File: src/rtl/fetch_pkg.sv
// Shared types and constants for the instruction fetch stage.
package fetch_pkg;

   typedef logic [15:0] pc_t;

   typedef enum logic [1:0] {
      STRONG_NT = 2'b00,
      WEAK_NT   = 2'b01,
      WEAK_T    = 2'b10,
      STRONG_T  = 2'b11
   } bht_cnt_e;

   localparam logic [3:0] HLT_OPCODE      = 4'hF;
   localparam int         BHT_ENTRIES_DEF = 8;
   localparam int         BHT_IDX_W       = $clog2(BHT_ENTRIES_DEF);
   localparam pc_t        PC_INCR         = 16'd2;

   // Saturating 2-bit counter step toward the resolved direction.
   function automatic bht_cnt_e cnt_train(input bht_cnt_e c, input logic taken);
      logic [1:0] v;
      v = c;
      if (taken) begin
         if (v != 2'b11) v = v + 2'd1;
      end else begin
         if (v != 2'b00) v = v - 2'd1;
      end
      return bht_cnt_e'(v);
   endfunction

endpackage

File: src/rtl/branch_predictor_2bit.sv
// 2-bit saturating-counter BHT with a direct-mapped BTB.
// Read port is combinational; the train port writes at the clock edge, so a
// same-index read in the training cycle still returns the old entry.
module branch_predictor_2bit
   import fetch_pkg::*;
#(
   parameter int ENTRIES = 8,
   parameter int IDX_W   = $clog2(ENTRIES)
) (
   input  logic             clk,
   input  logic             rst,
   input  logic [IDX_W-1:0] rd_idx_i,
   output logic             rd_taken_o,
   output pc_t              rd_target_o,
   input  logic             wr_en_i,
   input  logic [IDX_W-1:0] wr_idx_i,
   input  logic             wr_taken_i,
   input  pc_t              wr_target_i
);

   bht_cnt_e             cnt_q [ENTRIES];
   logic [ENTRIES-1:0]   valid_q;
   pc_t                  tgt_q [ENTRIES];

   // Only a valid BTB entry with a taken-leaning counter predicts taken.
   always_comb begin
      rd_taken_o  = cnt_q[rd_idx_i][1] & valid_q[rd_idx_i];
      rd_target_o = tgt_q[rd_idx_i];
   end

   // Counter and valid-bit training; reset returns every entry to weak not-taken.
   always_ff @(posedge clk) begin
      if (rst) begin
         for (int i = 0; i < ENTRIES; i++) cnt_q[i] <= WEAK_NT;
         valid_q <= '0;
      end else if (wr_en_i) begin
         cnt_q[wr_idx_i] <= cnt_train(cnt_q[wr_idx_i], wr_taken_i);
         if (wr_taken_i) valid_q[wr_idx_i] <= 1'b1;
      end
   end

   // Target storage is gated by its valid bit, so it needs no reset.
   always_ff @(posedge clk) begin
      if (!rst && wr_en_i && wr_taken_i) tgt_q[wr_idx_i] <= wr_target_i;
   end

endmodule

File: src/rtl/fetch_unit.sv
// Instruction fetch stage: PC register, halt flag and next-PC selection.
// Optional feature macro: FETCH_BPRED_EN enables the BHT/BTB predictor;
// without it the fetch is purely sequential and the training inputs are unused.
module fetch_unit
   import fetch_pkg::*;
#(
   parameter int  BHT_ENTRIES = 8,
   parameter pc_t RESET_PC    = 16'h0
) (
   input  logic        clk,
   input  logic        rst,
   input  logic        stall,
   input  logic        mispredicted,
   input  logic [15:0] actual_target,
   input  logic        update_en,
   input  logic [3:0]  update_pc_low,
   input  logic        actual_taken,
   input  logic [15:0] branch_target,
   output logic [15:0] imem_addr,
   input  logic [15:0] imem_rdata,
   output logic [15:0] PC_curr,
   output logic [15:0] PC_next,
   output logic [15:0] PC_inst,
   output logic        predicted_taken,
   output logic        halted
);

   pc_t  pc_q, pc_d;
   logic halted_q, halted_d;
   logic pred_taken;
   pc_t  pred_target;
   logic hlt_fetch;

`ifdef FETCH_BPRED_EN
   localparam int IDX_W = $clog2(BHT_ENTRIES);

   logic unused_ok;
   assign unused_ok = update_pc_low[0];

   branch_predictor_2bit #(
      .ENTRIES (BHT_ENTRIES),
      .IDX_W   (IDX_W)
   ) u_bpred (
      .clk         (clk),
      .rst         (rst),
      .rd_idx_i    (pc_q[IDX_W:1]),
      .rd_taken_o  (pred_taken),
      .rd_target_o (pred_target),
      .wr_en_i     (update_en),
      .wr_idx_i    (update_pc_low[IDX_W:1]),
      .wr_taken_i  (actual_taken),
      .wr_target_i (branch_target)
   );
`else
   localparam int unused_entries = BHT_ENTRIES;

   logic unused_ok;
   assign unused_ok   = ^{update_en, update_pc_low, actual_taken, branch_target};
   assign pred_taken  = 1'b0;
   assign pred_target = '0;
`endif

   assign hlt_fetch = (imem_rdata[15:12] == HLT_OPCODE);

   // Next PC: redirect beats everything (and un-halts); a fresh HLT freezes on its own address.
   always_comb begin
      pc_d     = pc_q + PC_INCR;
      halted_d = halted_q;
      if (mispredicted) begin
         pc_d     = actual_target;
         halted_d = 1'b0;
      end else if (halted_q || stall) begin
         pc_d = pc_q;
      end else if (hlt_fetch) begin
         pc_d     = pc_q;
         halted_d = 1'b1;
      end else if (pred_taken) begin
         pc_d = pred_target;
      end
   end

   // PC and halt state; synchronous reset wins over stall and halt.
   always_ff @(posedge clk) begin
      if (rst) begin
         pc_q     <= RESET_PC;
         halted_q <= 1'b0;
      end else begin
         pc_q     <= pc_d;
         halted_q <= halted_d;
      end
   end

   assign imem_addr       = pc_q;
   assign PC_curr         = pc_q;
   assign PC_next         = pc_q + PC_INCR;
   assign PC_inst         = imem_rdata;
   assign predicted_taken = pred_taken;
   assign halted          = halted_q;

endmodule

File: config.mk
export PLATFORM = sky130hd
export DESIGN_NAME = fetch_unit
export DESIGN_NICKNAME = d
export VERILOG_FILES = /design/src/rtl/fetch_pkg.sv /design/src/rtl/branch_predictor_2bit.sv /design/src/rtl/fetch_unit.sv
export SDC_FILE = /design/constraint.sdc
export NUM_CORES = 1
export LEC_CHECK = 0
export CORE_AREA = 5 5 77 79
export DETAILED_ROUTE_END_ITERATION = 16
export DIE_AREA = 0 0 82 84
export PLACE_DENSITY = 0.76
export SYNTH_ARGS = -nofsm -noshare
export SYNTH_HDL_FRONTEND = slang
export SYNTH_HIERARCHICAL = 1
export SYNTH_SLANG_ARGS = --single-unit
File: constraint.sdc
create_clock -name clk -period 2.2 [get_ports clk]
set_clock_uncertainty 0.1 [all_clocks]
set_input_delay 0.66 -clock clk [delete_from_list [all_inputs] [get_ports clk]]
set_output_delay 0.66 -clock clk [all_outputs]
set_load 0.02 [all_outputs]
==> impl_metrics.ini <==
[die]
die_area_sq_um = 6890
row_count = 27
dieHeight_um = 84
start_util_pct = 27.7
coreArea_sq_um = 5270
ios = 124
die_x_um = 82

[routing]
dr_wl_met3_um = 320
top_layer_used = met4
vias = 1624
route.met2.wl_um = 2570
wl_per_cell_um = 14.1
met1_length_um = 1870
vias_per_cell = 4.68
drt_pass1_iterations = 5
antenna_left = 0
postRouteWirelength_um = 4880
drt_iter0_markers = 63
drc = 0

[final_layout]
layout_common_cells = buf_4 (63), clkdlybuf4s50_1 (50), inv_1 (15), xor2_1 (10)
layout-drive-gt1-share_pct = 40.0
fin_util_pct = 49.7
area_delta_synth_final_pct = 79.4
fillers = 508
nets = 335
final_common_cell = buf_4
num_antenna_cells = 0

[sta]
timing.final.max_slew_violations = 0
setup_viol = 6
final.period_utilization_pct = 112
final_hold_viol_count = 0
layout_min_cycle_time_ns = 2.46
rsz0062_at_grt = yes
worst_slack_ns = -0.255
max_freq_mhz = 407

[pwr]
leakage_nw = 1.19
power.density_nw_per_um2 = 400
irDropWorstVdd_mv = 0.185

[worst_setup_path]
path_max_fanout = 3
cp_data_required_time_ns = 1.44
cpPeakStageDelay_ns = 0.37
crit_buf_inv = 1
start_kind = register
worstPathCellList = ha_4, nand4_1, nor4_4, xnor2_1, buf_4
critical-path-slowest-cell = dfxtp_4
arrival_ns = 1.70
critical_path_class = reg2out
cp_top_family = simple AND/OR/NAND/NOR gates
end_kind = output port

[global_routing]
grt_pass1_vias = 1581
grt_usage_pct = 13.3
grt_max_degree = 17
grt_overflow = 0
antenna_found_initial = 0
grt_pass1_wl_um = 7280

[placement]
pre_cts_slack_ns = -0.494
hpwl_um = 3680
gp_congestion = 0.761
portBuffers = 76

[cts]
cts_buffer_depth = 2
cts.sinks = 17
cts_max_level = 1
cts_tree = yes
cts-buffers-inserted = 3
clk_latency_ns = 0.25
clk_pin_slew_ns = 0.06
cts-root-buf = clkbuf_8

[job]
drv_cap = 0

[synth]
syn_area_sq_um = 1460
synth_area_leaders = dfxtp_1 (23%), buf_4 (18%), xnor2_1 (6.6%)
ys_ff_latch = 17
yosysWarnings = 6
yosysTopAreaCell = dfxtp_1
synth_seq_area_share_pct = 23.3
syn_area_per_cell_sq_um = 7.86
syn_inst = 186
syn_nets = 245
synth_top_area_share_pct = 23.3
synth_cell_types = 37

[run_status]
status = complete, but fails checks
violations = setup timing

[hold_path]
hold_path_class = reg2reg
[power by group]
| group | internal [mW] | total [mW] | switching, mW |
|---|---|---|---|
| clock | 0.128 | 0.236 | 0.107 |
| combinational | 0.235 | 0.458 | 0.223 |
| sequential | 0.331 | 0.355 | 0.0236 |
| total | 0.695 | 1.05 | 0.354 |
[synth_stat cells (all sizes together)]
cell type  number
nor3b           2
buf            41
a211oi          1
nor3            5
a2111oi         1
and3            1
or2             1
a21oi           9
o21a            9
nand2b          4
mux2i           1
xnor2          11
nor4            7
conb            1
nor2           10
a31oi           2
ha              1
o311a           4
nand2           7
xor2           11
a311oi          1
nor2b           1
nand4           7
dfxtp          17
nand4bb         1
and4            2
inv            15
or3             1
clkbuf          4
o31a            2
nand3           5
and4bb          1
[final timing paths]
| path | to | from | cells after the start | slack, ns |
|---|---|---|---|---|
| worst min-delay path | PC_curr[0] | PC_curr[0] | 2 | 0.46 |
| worst max register to register | PC_curr[12] | PC_curr[1] | 6 | 0.25 |
| worst min register to register | PC_curr[0] | PC_curr[0] | 2 | 0.46 |
| worst max-delay path | PC_next[15] | PC_curr[1] | 5 | -0.26 |
[worst reg2reg max path, stage by stage, from the launching register on]
cell and delay, ns:
dfxtp_4 0.37, buf_4 0.11, nand4_2 0.10, or3_4 0.41
buf_4 0.18, o31a_1 0.27, o311a_1 0.29
[what timing repair did]
| item | 4_1_cts | 5_1_grt |
|---|---|---|
| gates cloned | 0 | 0 |
| hold endpoints to repair | 0 | 0 |
| buffers inserted | 5 | 4 |
| gates resized for setup | 98 | 22 |
| pin swaps | 11 | 17 |
| hold buffers | 0 | 0 |
| endpoints found under the setup margin | 18 | 19 |
[flip-flops by register name, summed over array words and instances (netlist names)]
name / cells
halted: 1
PC_curr: 16
[metal layers]
layer | GRT usage, % | vias up
met5 | 0 | -
met4 | 4.23 | 0
met3 | 2.81 | 19
met2 | 24.1 | 64
met1 | 14.9 | 768
li1 | - | 773
[logic make-up after synthesis]
family,share of synthesized area [%]
XOR/XNOR,13.2
multiplexers,0.685
AND/OR/NAND/NOR,22.3
flip-flops,23.3
buffers and inverters,24.8
AO/OA/AOI/OAI,14.6
adder cells (fa/ha/maj),0.856
other,0.257
[stage by stage]
step / std cells / hold WS, ns / power [mW] / setup TNS [ns] / instance area (sq um)
after floorplan: 186 / 0.486 / 0.630 / -0.187 / 1500
after global placement: 335 / 0.428 / 0.809 / -5.97 / 2400
after detailed placement: 335 / 0.431 / 0.818 / -7.04 / 2400
after CTS: 344 / 0.441 / 1.04 / -0.831 / 2520
after global routing: 347 / 0.495 / 1.11 / -1.79 / 2620
final: 347 / 0.456 / 1.05 / -1.21 / 2620
[area by class of cell]
| cell class | count | area [sq um] | area share, % |
|---|---|---|---|
| clock buffer | 4 | 45.0 | 1.72 |
| tap | 72 | 90.1 | 3.44 |
| sequential | 17 | 357 | 13.6 |
| multi-input combinational | 109 | 917 | 35.0 |
| timing repair buffer | 130 | 1160 | 44.1 |
| inverter | 15 | 56.3 | 2.15 |
Note: power is estimated with default switching activity, not from simulation.
